`config.mk`:
```
export PLATFORM = sky130hd
export DESIGN_NAME = recovery_ctrl_multisrc_flat
export DESIGN_NICKNAME = d
export VERILOG_FILES = /design/src/rtl/recovery_ctrl_multisrc_pkg.sv /design/src/rtl/recovery_ctrl_multisrc_if.sv /design/src/rtl/recovery_ctrl_multisrc_oldest_sel.sv /design/src/rtl/recovery_ctrl_multisrc.sv /design/src/flat_wrapper.sv
export SDC_FILE = /design/constraint.sdc
export NUM_CORES = 1
export LEC_CHECK = 0
export BUFFER_PORTS_ARGS = -buffer_cell sky130_fd_sc_hd__buf_2
export CAP_MARGIN = 40
export CORE_AREA = 2 2 74 76
export CTS_CLUSTER_SIZE = 14
export DETAILED_ROUTE_END_ITERATION = 8
export DIE_AREA = 0 0 76 78
export PLACE_DENSITY = 0.84
export SLEW_MARGIN = 20
export SYNTH_ARGS = -nofsm -noshare
export SYNTH_HDL_FRONTEND = slang
export SYNTH_SLANG_ARGS = --single-unit
```
`constraint.sdc`:
```
create_clock -name clk -period 7.15 [get_ports clk]
set_input_delay 0.3575 -clock clk [delete_from_list [all_inputs] [get_ports clk]]
set_output_delay 0.3575 -clock clk [all_outputs]
set_load 0.05 [all_outputs]
```
`src/rtl/recovery_ctrl_multisrc_pkg.sv`:
```
// Shared types and helpers for the recovery controller slice.
package recovery_ctrl_multisrc_pkg;

  typedef enum logic [1:0] {
    IDLE     = 2'd0,
    FLUSH    = 2'd1,
    ROLLBACK = 2'd2,
    FINISH   = 2'd3
  } recovery_state_t;

  // Distance from the ROB head modulo 2^w; a smaller value is an older instruction.
  function automatic logic [31:0] rob_age(input logic [31:0] tag, input logic [31:0] head,
                                          input int unsigned w);
    logic [31:0] d;
    d = tag - head;
    return (w >= 32) ? d : (d & ((32'd1 << w) - 32'd1));
  endfunction

endpackage

```
`src/rtl/recovery_ctrl_multisrc_if.sv`:
```
// Request/status bundle between the ROB/BU/LSU side and the recovery controller.
interface recovery_ctrl_multisrc_if #(
  parameter int unsigned NSRC   = 2,
  parameter int unsigned TAG_W  = 6,
  parameter int unsigned NRES   = 6,
  parameter int unsigned NSTAGE = 4
);
  logic [NSRC-1:0]       req_valid;
  logic [NSRC*TAG_W-1:0] req_tag;
  logic [TAG_W-1:0]      rob_head_tag;
  logic                  rollback_done;
  logic [NRES-1:0]       resource_full;
  logic                  recovery_start;
  logic                  recovery_flush;
  logic                  recovery_rollback;
  logic                  recovery_procedure;
  logic                  recovery_stall;
  logic [TAG_W-1:0]      flush_tag;
  logic                  flush_tag_valid;
  logic [NSRC-1:0]       flush_src;
  logic [NSTAGE-1:0]     stage_stall;
  logic [NSTAGE-1:0]     stage_flush;
  logic                  timeout_err;
  logic [15:0]           preempt_cnt;

  modport master (
    output req_valid, req_tag, rob_head_tag, rollback_done, resource_full,
    input  recovery_start, recovery_flush, recovery_rollback, recovery_procedure,
           recovery_stall, flush_tag, flush_tag_valid, flush_src, stage_stall,
           stage_flush, timeout_err, preempt_cnt
  );

  modport slave (
    input  req_valid, req_tag, rob_head_tag, rollback_done, resource_full,
    output recovery_start, recovery_flush, recovery_rollback, recovery_procedure,
           recovery_stall, flush_tag, flush_tag_valid, flush_src, stage_stall,
           stage_flush, timeout_err, preempt_cnt
  );
endinterface

```
`src/rtl/recovery_ctrl_multisrc_oldest_sel.sv`:
```
// Combinational selector: oldest valid request by ROB age, ties to the lower index.
module rob_age_oldest_sel
  import recovery_ctrl_multisrc_pkg::*;
#(
  parameter int unsigned NSRC  = 2,
  parameter int unsigned TAG_W = 6
) (
  input  logic [NSRC-1:0]       req_valid,
  input  logic [NSRC*TAG_W-1:0] req_tag,
  input  logic [TAG_W-1:0]      head_tag,
  output logic                  sel_valid,
  output logic [NSRC-1:0]       sel_onehot,
  output logic [TAG_W-1:0]      sel_tag,
  output logic [TAG_W-1:0]      sel_age
);
  logic [TAG_W-1:0] cur_tag;
  logic [TAG_W-1:0] cur_age;

  always_comb begin
    sel_valid  = 1'b0;
    sel_onehot = '0;
    sel_tag    = '0;
    sel_age    = '1;
    cur_tag    = '0;
    cur_age    = '0;
    for (int unsigned i = 0; i < NSRC; i++) begin
      cur_tag = req_tag[i*TAG_W +: TAG_W];
      cur_age = TAG_W'(rob_age(32'(cur_tag), 32'(head_tag), TAG_W));
      // Strict compare keeps the lower index on equal age.
      if (req_valid[i] && (!sel_valid || (cur_age < sel_age))) begin
        sel_valid  = 1'b1;
        sel_onehot = '0;
        sel_onehot[i] = 1'b1;
        sel_tag    = cur_tag;
        sel_age    = cur_age;
      end
    end
  end
endmodule

```
`src/rtl/recovery_ctrl_multisrc.sv`:
```
// Recovery controller: age arbitration, FLUSH/ROLLBACK sequencing with preemption and watchdog,
// plus per-stage stall/flush generation.
module recovery_ctrl_multisrc
  import recovery_ctrl_multisrc_pkg::*;
#(
  parameter int unsigned NSRC         = 2,
  parameter int unsigned TAG_W        = 6,
  parameter int unsigned NRES         = 6,
  parameter int unsigned NSTAGE       = 4,
  parameter int unsigned FLUSH_CYCLES = 1,
  parameter int unsigned TIMEOUT      = 256,
  parameter logic [NSTAGE*NRES-1:0] STALL_MASK  = '1,
  parameter logic [NSTAGE-1:0]      FRONT_FLUSH = '1,
  parameter logic [NSTAGE-1:0]      RECOV_STALL = '1
) (
  input logic clk,
  input logic rst,
  recovery_ctrl_multisrc_if.slave bus
);
  localparam int unsigned FC_W = (FLUSH_CYCLES > 1) ? $clog2(FLUSH_CYCLES) : 1;
  localparam int unsigned WC_W = $clog2(TIMEOUT);
  localparam logic [FC_W-1:0] FC_LOAD = FC_W'(FLUSH_CYCLES - 1);
  localparam logic [WC_W-1:0] WC_LAST = WC_W'(TIMEOUT - 1);

  recovery_state_t  state, state_nxt;
  logic [FC_W-1:0]  fcnt;
  logic [WC_W-1:0]  wcnt;
  logic [TAG_W-1:0] flush_tag_q;
  logic [NSRC-1:0]  flush_src_q;
  logic             timeout_err_q;
  logic [15:0]      preempt_cnt_q;

  logic             sel_valid;
  logic [NSRC-1:0]  sel_onehot;
  logic [TAG_W-1:0] sel_tag;
  logic [TAG_W-1:0] sel_age;
  logic [TAG_W-1:0] cur_age;
  logic             start, preempt;
  logic             in_flush, in_procedure, stall_any;
  logic [NSTAGE-1:0] stall_vec, flush_vec;

  rob_age_oldest_sel #(.NSRC(NSRC), .TAG_W(TAG_W)) u_sel (
    .req_valid  (bus.req_valid),
    .req_tag    (bus.req_tag),
    .head_tag   (bus.rob_head_tag),
    .sel_valid  (sel_valid),
    .sel_onehot (sel_onehot),
    .sel_tag    (sel_tag),
    .sel_age    (sel_age)
  );

  always_comb begin
    state_nxt = state;
    start     = 1'b0;
    preempt   = 1'b0;
    cur_age   = TAG_W'(rob_age(32'(flush_tag_q), 32'(bus.rob_head_tag), TAG_W));
    unique case (state)
      IDLE, FINISH: begin
        start     = sel_valid;
        state_nxt = IDLE;
      end
      FLUSH: begin
        preempt = sel_valid && (sel_age < cur_age);
        start   = preempt;
        if (fcnt == '0) state_nxt = ROLLBACK;
      end
      ROLLBACK: begin
        preempt = sel_valid && (sel_age < cur_age);
        start   = preempt;
        if (bus.rollback_done) state_nxt = FINISH;
      end
      default: state_nxt = IDLE;
    endcase
    // Reset suppresses the combinational start so nothing pulses while rst is held.
    if (rst) begin
      start   = 1'b0;
      preempt = 1'b0;
    end
    if (start) state_nxt = FLUSH;
  end

  always_ff @(posedge clk) begin
    if (rst) begin
      state         <= IDLE;
      fcnt          <= '0;
      wcnt          <= '0;
      flush_tag_q   <= '0;
      flush_src_q   <= '0;
      timeout_err_q <= 1'b0;
      preempt_cnt_q <= '0;
    end else begin
      state <= state_nxt;
      if (state == ROLLBACK && !bus.rollback_done && wcnt == WC_LAST) timeout_err_q <= 1'b1;
      if (start) begin
        fcnt        <= FC_LOAD;
        wcnt        <= '0;
        flush_tag_q <= sel_tag;
        flush_src_q <= sel_onehot;
        if (preempt && preempt_cnt_q != '1) preempt_cnt_q <= preempt_cnt_q + 16'd1;
      end else begin
        if (state == FLUSH && fcnt != '0) fcnt <= fcnt - FC_W'(1);
        if (state == ROLLBACK && wcnt != WC_LAST) wcnt <= wcnt + WC_W'(1);
      end
    end
  end

  always_comb begin
    in_flush     = (state == FLUSH);
    in_procedure = (state != IDLE);
    stall_any    = in_procedure | start;
    stall_vec    = '0;
    flush_vec    = '0;
    for (int unsigned i = 0; i < NSTAGE; i++) begin
      stall_vec[i] = (|(bus.resource_full & STALL_MASK[i*NRES +: NRES])) | (stall_any & RECOV_STALL[i]);
      flush_vec[i] = (start & FRONT_FLUSH[i]) | in_flush;
    end
  end

  assign bus.recovery_start     = start;
  assign bus.recovery_flush     = in_flush;
  assign bus.recovery_rollback  = (state == ROLLBACK);
  assign bus.recovery_procedure = in_procedure;
  assign bus.recovery_stall     = stall_any;
  assign bus.flush_tag          = flush_tag_q;
  assign bus.flush_tag_valid    = in_flush;
  assign bus.flush_src          = flush_src_q;
  assign bus.stage_stall        = stall_vec;
  assign bus.stage_flush        = flush_vec;
  assign bus.timeout_err        = timeout_err_q;
  assign bus.preempt_cnt        = preempt_cnt_q;
endmodule

```
`src/flat_wrapper.sv`:
```
// flat-port wrapper written by rule: the top's interface ports become plain ports
module recovery_ctrl_multisrc_flat import recovery_ctrl_multisrc_pkg::*;
#(
  parameter int unsigned NSRC         = 2,
  parameter int unsigned TAG_W        = 6,
  parameter int unsigned NRES         = 6,
  parameter int unsigned NSTAGE       = 4,
  parameter int unsigned FLUSH_CYCLES = 1,
  parameter int unsigned TIMEOUT      = 256,
  parameter logic [NSTAGE*NRES-1:0] STALL_MASK  = '1,
  parameter logic [NSTAGE-1:0]      FRONT_FLUSH = '1,
  parameter logic [NSTAGE-1:0]      RECOV_STALL = '1
)
  (clk, rst, bus_req_valid, bus_req_tag, bus_rob_head_tag, bus_rollback_done, bus_resource_full, bus_recovery_start, bus_recovery_flush, bus_recovery_rollback, bus_recovery_procedure, bus_recovery_stall, bus_flush_tag, bus_flush_tag_valid, bus_flush_src, bus_stage_stall, bus_stage_flush, bus_timeout_err, bus_preempt_cnt);
  recovery_ctrl_multisrc_if #(.NSRC(NSRC), .TAG_W(TAG_W), .NRES(NRES), .NSTAGE(NSTAGE)) bus_i ();
  input logic clk;
  input logic rst;
  input wire logic [$bits(bus_i.req_valid)-1:0] bus_req_valid;
  input wire logic [$bits(bus_i.req_tag)-1:0] bus_req_tag;
  input wire logic [$bits(bus_i.rob_head_tag)-1:0] bus_rob_head_tag;
  input wire logic [$bits(bus_i.rollback_done)-1:0] bus_rollback_done;
  input wire logic [$bits(bus_i.resource_full)-1:0] bus_resource_full;
  output wire logic [$bits(bus_i.recovery_start)-1:0] bus_recovery_start;
  output wire logic [$bits(bus_i.recovery_flush)-1:0] bus_recovery_flush;
  output wire logic [$bits(bus_i.recovery_rollback)-1:0] bus_recovery_rollback;
  output wire logic [$bits(bus_i.recovery_procedure)-1:0] bus_recovery_procedure;
  output wire logic [$bits(bus_i.recovery_stall)-1:0] bus_recovery_stall;
  output wire logic [$bits(bus_i.flush_tag)-1:0] bus_flush_tag;
  output wire logic [$bits(bus_i.flush_tag_valid)-1:0] bus_flush_tag_valid;
  output wire logic [$bits(bus_i.flush_src)-1:0] bus_flush_src;
  output wire logic [$bits(bus_i.stage_stall)-1:0] bus_stage_stall;
  output wire logic [$bits(bus_i.stage_flush)-1:0] bus_stage_flush;
  output wire logic [$bits(bus_i.timeout_err)-1:0] bus_timeout_err;
  output wire logic [$bits(bus_i.preempt_cnt)-1:0] bus_preempt_cnt;
  assign bus_i.req_valid = bus_req_valid;
  assign bus_i.req_tag = bus_req_tag;
  assign bus_i.rob_head_tag = bus_rob_head_tag;
  assign bus_i.rollback_done = bus_rollback_done;
  assign bus_i.resource_full = bus_resource_full;
  assign bus_recovery_start = bus_i.recovery_start;
  assign bus_recovery_flush = bus_i.recovery_flush;
  assign bus_recovery_rollback = bus_i.recovery_rollback;
  assign bus_recovery_procedure = bus_i.recovery_procedure;
  assign bus_recovery_stall = bus_i.recovery_stall;
  assign bus_flush_tag = bus_i.flush_tag;
  assign bus_flush_tag_valid = bus_i.flush_tag_valid;
  assign bus_flush_src = bus_i.flush_src;
  assign bus_stage_stall = bus_i.stage_stall;
  assign bus_stage_flush = bus_i.stage_flush;
  assign bus_timeout_err = bus_i.timeout_err;
  assign bus_preempt_cnt = bus_i.preempt_cnt;
  recovery_ctrl_multisrc #(.NSRC(NSRC), .TAG_W(TAG_W), .NRES(NRES), .NSTAGE(NSTAGE), .FLUSH_CYCLES(FLUSH_CYCLES), .TIMEOUT(TIMEOUT), .STALL_MASK(STALL_MASK), .FRONT_FLUSH(FRONT_FLUSH), .RECOV_STALL(RECOV_STALL)) u_core (.clk(clk), .rst(rst), .bus(bus_i));
endmodule
```
Word level (Yosys, flattened, before mapping)

Cells that the tools add are included.

Bitwise gates (word level): 3
Equal/unequal tests: 10
Add/sub/neg operators: 6
Reductions and logical operators: 19
$lt $le $gt $ge: 2
Mux-type cells: 16

Operators with widths:

| cell                    | number |
|---|---|
| $mux W6                 | 4 |
| $sub A6 B6 Y6           | 3 |
| $add A16 B1 Y16 const B | 1 |
| $ne A16 B16 Y1 const B  | 1 |
| $lt A6 B6 Y1            | 2 |
| $add A8 B1 Y8 const B   | 1 |
| $eq A8 B8 Y1 const B    | 1 |
| $ne A8 B8 Y1 const B    | 1 |
| $logic_and A1 B1 Y1     | 7 |
| $mux W1                 | 7 |
| $mux W2                 | 3 |
| $pmux W2 S3             | 1 |
| $reduce_and A2 Y1       | 3 |
| $reduce_or A2 Y1        | 3 |
| $reduce_or A6 Y1        | 1 |
| $eq A2 B2 Y1 const B    | 2 |
| $ne A2 B2 Y1 const B    | 2 |
| $ne A3 B2 Y1 const B    | 1 |
| $ne A3 B3 Y1 const B    | 1 |
| $or A1 B1 Y1            | 3 |
| $eq A2 B1 Y1 const B    | 1 |
| $logic_not A1 Y1        | 2 |
| $logic_not A2 Y1        | 1 |
| $pmux W1 S2             | 1 |
| other kinds (3)         | 3 |

Logic and storage cells: 64
Register bits after elaboration: 36
Output and inout port bits: 39

Logic depth before layout (Yosys ltp)

Depth in word-level cells: 12
Depth in mapped cells: 24
Gate-level depth less buffers: 22

By module

Synthesis repeated with hierarchy kept, for this count alone.

Cell total of the unflattened synthesis: 348
Area, all modules: 2,852.7 um^2

Modules (own cells, without submodules):

| module                 | seq. area each (um^2) | area an instance (um^2) | times used | cells an instance |
|---|---|---|---|---|
| recovery_ctrl_multisrc | 720.7                 | 2,100.8                 | 1          | 238 |
| rob_age_oldest_sel     | 0.0                   | 752.0                   | 1          | 110 |

Least setup slack after synthesis

OpenSTA, ideal clock, no wires.

Kind: input-to-output
From: input bus_rob_head_tag[1]
To: output bus_stage_stall[1]
Stages on the path: 23
Data arrival time: 5,416 ps
Slack: 1,376 ps
Cell sequence: inv_1 -> ha_1 -> nor2b_1 -> o21ai_0 -> a21boi_0 -> o2111a_1 -> or3_1 -> ha_1 -> nand3_1 -> a211oi_1 -> o21ai_0 -> nand2_1 -> buf_1 -> o31ai_1 -> o21a_1 -> ha_1 -> and4_1 -> nand2_1 -> a21oi_2 -> buf_4 -> a21o_1 -> o2111ai_1 -> buf_4

Longest elaborated chain between the ends: 12
Elaborated cells between the ends (all ways): 15
Classes of those cells: add/sub (3); order compare (2); mux (5); bitwise (2); reduce/logical (3)

Ends and longest elaborated chain:

| item                | line                                                       | text |
|---|---|---|
| from (decl)         | flat_wrapper.sv:20                                         | `input wire logic [$bits(bus_i.rob_head_tag)-1:0] bus_rob_head_tag;` |
| $sub A6 B6 Y6       | recovery_ctrl_multisrc_pkg.sv:15                           | `d = tag - head;` |
| $mux W6             | recovery_ctrl_multisrc_oldest_sel.sv:30                    | `if (req_valid[i] && (!sel_valid \|\| (cur_age < sel_age))) begin` |
| $lt A6 B6 Y1        | recovery_ctrl_multisrc_oldest_sel.sv:30                    |  |
| $logic_or A1 B1 Y1  | recovery_ctrl_multisrc_oldest_sel.sv:30                    |  |
| $logic_and A1 B1 Y1 | recovery_ctrl_multisrc_oldest_sel.sv:30                    |  |
| $mux W6             | recovery_ctrl_multisrc_oldest_sel.sv:30                    |  |
| $lt A6 B6 Y1        | recovery_ctrl_multisrc.sv:63, recovery_ctrl_multisrc.sv:68 |  |
| $logic_and A1 B1 Y1 | recovery_ctrl_multisrc.sv:63, recovery_ctrl_multisrc.sv:68 |  |
| $pmux W1 S2 *       | recovery_ctrl_multisrc.sv:57                               | `unique case (state)` |
| $mux W1 *           | recovery_ctrl_multisrc.sv:75                               | `if (rst) begin` |
| $or A1 B1 Y1 *      | recovery_ctrl_multisrc.sv:110                              | `stall_any = in_procedure \| start;` |
| $or A1 B1 Y1 *      | n/a                                                        |  |
| to (decl)           | flat_wrapper.sv:31                                         | `output wire logic [$bits(bus_i.stage_stall)-1:0] bus_stage_stall;` |

Mark *: on every way between the ends. The rest lies on a longest branch, timed or not.

Final worst setup path

From: input bus_rob_head_tag[1]
To: output bus_stage_stall[0]

Longest elaborated chain between the ends: 12
Elaborated cells between the ends (all ways): 15
Classes of those cells: add/sub (3); order compare (2); mux (5); bitwise (2); reduce/logical (3)

Ends and longest elaborated chain:

| item                | line                                                       | text |
|---|---|---|
| $sub A6 B6 Y6       | recovery_ctrl_multisrc_pkg.sv:15                           |  |
| $mux W6             | recovery_ctrl_multisrc_oldest_sel.sv:30                    |  |
| $lt A6 B6 Y1        | recovery_ctrl_multisrc_oldest_sel.sv:30                    |  |
| $logic_or A1 B1 Y1  | recovery_ctrl_multisrc_oldest_sel.sv:30                    |  |
| $logic_and A1 B1 Y1 | recovery_ctrl_multisrc_oldest_sel.sv:30                    |  |
| $mux W6             | recovery_ctrl_multisrc_oldest_sel.sv:30                    |  |
| $lt A6 B6 Y1        | recovery_ctrl_multisrc.sv:63, recovery_ctrl_multisrc.sv:68 |  |
| $logic_and A1 B1 Y1 | recovery_ctrl_multisrc.sv:63, recovery_ctrl_multisrc.sv:68 |  |
| $pmux W1 S2 *       | recovery_ctrl_multisrc.sv:57                               |  |
| $mux W1 *           | recovery_ctrl_multisrc.sv:75                               |  |
| $or A1 B1 Y1 *      | recovery_ctrl_multisrc.sv:110                              |  |
| $or A1 B1 Y1 *      | recovery_ctrl_multisrc.sv:114                              | `stall_vec[i] = (\|(bus.resource_full & STALL_MASK[i*NRES +: NRES])) \| (stall_any & RECOV_STALL[i]);` |

Marked as above.

==> impl_metrics.toml <==
[outcome]
status = "finished clean"

[worst_setup_path]
worstSetupStartpoint = "bus_rob_head_tag[1]"
arrival_ns = 5.19
slowest_delay_ns = 0.36
cp.required_ns = 6.79
critPathCaptureType = "output pin"
cp.buffers_inverters = 3
cpLargestDelayFamily = "compound AO/OA/AOI/OAI gates"
worstSetupPathType = "input pin to output pin"
crit_fanout = 14
cpMaxStageDelayCell = "ha_1"
start_kind = "input pin"
r2r-start = "u_core.bus.flush_tag[0]$_SDFFE_PP0P_"
path_cells = "buf_2 > inv_1 > ha_1 > nor2b_1 > o21ai_0 > a21boi_0 > o2111a_1 > or3_1 > ha_1 > a41oi_2 > o21ai_2 > o21ai_0 > nand2_1 > nor2_1 > a21oi_1 > ha_1 > a21o_1 > a21o_1 > o21a_1 > a21o_1 > o2111ai_1 > buf_2"

[timing]
slew_headroom = 0.567
fmax_ghz = 0.180
tightest_slew_ns = 0.643
rsz0062_at_grt = "no"
finalHoldViolations = 0
fin_crit_ns = 5.54
hold_ws_ns = 0.311
finalCritPeriodShare = 0.775
final_max_slew_viol_count = 0
skew_ns = 0.00983
setup_viol = 0
fin_setup_tns_ns = 0

[synthesis]
synth_commonest_cells = "dfxtp_1 (36), nor2_1 (32), ha_1 (30)"
ys_types = 55
ys_ff_latch = 36
yosysMostFrequentCell = "dfxtp_1"
synth_edf_count = 0
synth-main-ff-cell = "dfxtp_1"
yosysSeqAreaShare = 0.248
synthesis.nets = 415
synth_area_leaders = "dfxtp_1 (25%), ha_1 (13%), a21oi_1 (5.0%), nor2_1 (4.1%), xor2_1 (3.3%)"
synthCells = 353
yosysWarnings = 0
syn-cell-area_mm2 = 0.00291
synth_top_area_cell = "dfxtp_1"
synth_top_cell_area_share = 0.248
syn_area_per_cell_um2 = 8.23
synthArstFlopShare = 0

[layout]
stdcell_area_mm2 = 0.00331
drive_above_1_share = 0.222
stdcell_count = 480
area_growth_pct = 13.8
antenna_cells = 0
nets = 471

[run]
max_cap_viol_count = 0

[placed_design]
io_buffers = 67
place_hpwl_um = 5480
gp_congestion = 0.866
placed_cells = 472
placed_cell_area_mm2 = 0.00321

[clock_network]
holdBufCountCts = 0
cts_tree = "yes"
htreeDepth = 2
clkTransAtPathRegs_ns = 0.07
clockRootBuffer = "clkbuf_8"
cts_resized = 0
clk_latency_ns = 0.30
clock-sinks = 36
numCtsBuffers = 5
post_cts_buffers = 0
clk_path_buf_depth = 2

[drt]
dr.pass1.iters = 5
drt.antenna.violating_nets = 0
routed_wl_um = 6890
viasPerCell = 5.84
drt_iter0_markers = 264
wl_per_cell_um = 14.3
via_count = 2805
post-route-drc-count = 0

[floorplanning]
die_y_um = 78
die-area_mm2 = 0.00593
core_area_mm2 = 0.00504
placementRows = 26
io_pins = 68
die_width_um = 76
initial_core_util = 0.576

[global_routing]
grt_pass1_vias = 2565
grt_pass1_wl_um = 11400
grt_antenna_before_repair = 0
grt_max_degree = 32
overflow = 0
track_usage = 0.233

[power]
vdd_ir_drop_max_mv = 0.438
power.leakage_nw = 1.49
power_density_mw_per_mm2 = 263

[worst_hold_path]
hp-class = "input pin to flip-flop"
min_from = "bus_req_tag[0]"
## state kept, by name, indices dropped and copies added (netlist names)
signal                  cells
u_core.bus.flush_src        2
u_core.bus.flush_tag        6
u_core.bus.preempt_cnt     16
u_core.bus.timeout_err      1
u_core.fcnt                 1
u_core.state                2
u_core.wcnt                 8
## kinds of logic (layout without fill, tap and decap cells)
| family | after synthesis | in the layout | share of synthesized area |
|---|---|---|---|
| buf+inv | 41 | 98 | 0.0719 |
| fa+ha+maj | 33 | 33 | 0.150 |
| xor+xnor | 19 | 19 | 0.0573 |
| simple gates | 130 | 130 | 0.246 |
| compound gates | 87 | 87 | 0.201 |
| mux | 7 | 7 | 0.0263 |
| flops | 36 | 36 | 0.248 |
## worst reg2reg max path, delay by kind of cell (launching register included)
family,cells,cell delay (ns)
simple gates,3,0.92
fa+ha+maj,3,0.88
compound gates,4,0.70
mux,1,0.37
flops,1,0.31
buf+inv,2,0.18
xor+xnor,1,0.17
## power breakdown
group / total [mW] / switching, mW / internal (mW)
registers: 0.235 / 0.0165 / 0.218
clock network: 0.158 / 0.0792 / 0.0788
logic: 0.476 / 0.326 / 0.149
total: 0.869 / 0.422 / 0.447
## final cells by class
cell class                      instances  area, µm²
Multi-Input combinational cell        276       1980
Fill cell                             437       1740
Sequential cell                        36        721
Timing Repair Buffer                   68        343
Tap cell                               70       87.6
Clock buffer                            6       82.6
Inverter                               22       82.6
Clock inverter                          2       13.8
## layer usage
metal	wire length, µm	share of wire	vias up	track usage
li1	-	-	1393	-
met1	3070	0.45	1284	0.305
met2	3220	0.47	120	0.396
met3	518	0.075	8	0.0407
met4	75	0.011	0	0.0655
met5	0	0	-	0
## placed cells by master (no fill, tap or decap), types with 11 or more instances in the layout
master,instances
a21o_1,11
a21oi_1,29
buf_2,67
dfxtp_1,36
ha_1,30
inv_1,22
nand2_1,13
nand3_1,15
nand4_1,12
nor2_1,32
nor2b_1,11
o21ai_0,15
xor2_1,11
## stage by stage
step	total power, mW	setup WS (ns)	utilization
global route	0.920	1.26	0.656
global placement	0.700	1.89	0.637
detailed placement	0.709	1.69	0.637
finish	0.869	1.61	0.656
floorplan	0.628	1.38	-
CTS	0.868	1.65	0.656
## path summary, 6_finish.rpt
check	endpoint	slack [ns]	cells past startpoint
min	u_core.bus.flush_tag[0]$_SDFFE_PP0P_	0.31	2
min reg2reg	u_core.bus.flush_src[0]$_SDFFE_PP0P_	0.46	1
max	bus_stage_stall[0]	1.61	22
max reg2reg	u_core.bus.preempt_cnt[8]$_SDFFE_PP0P_	3.53	14
No activity file was read; power rests on OpenSTA's default activity.
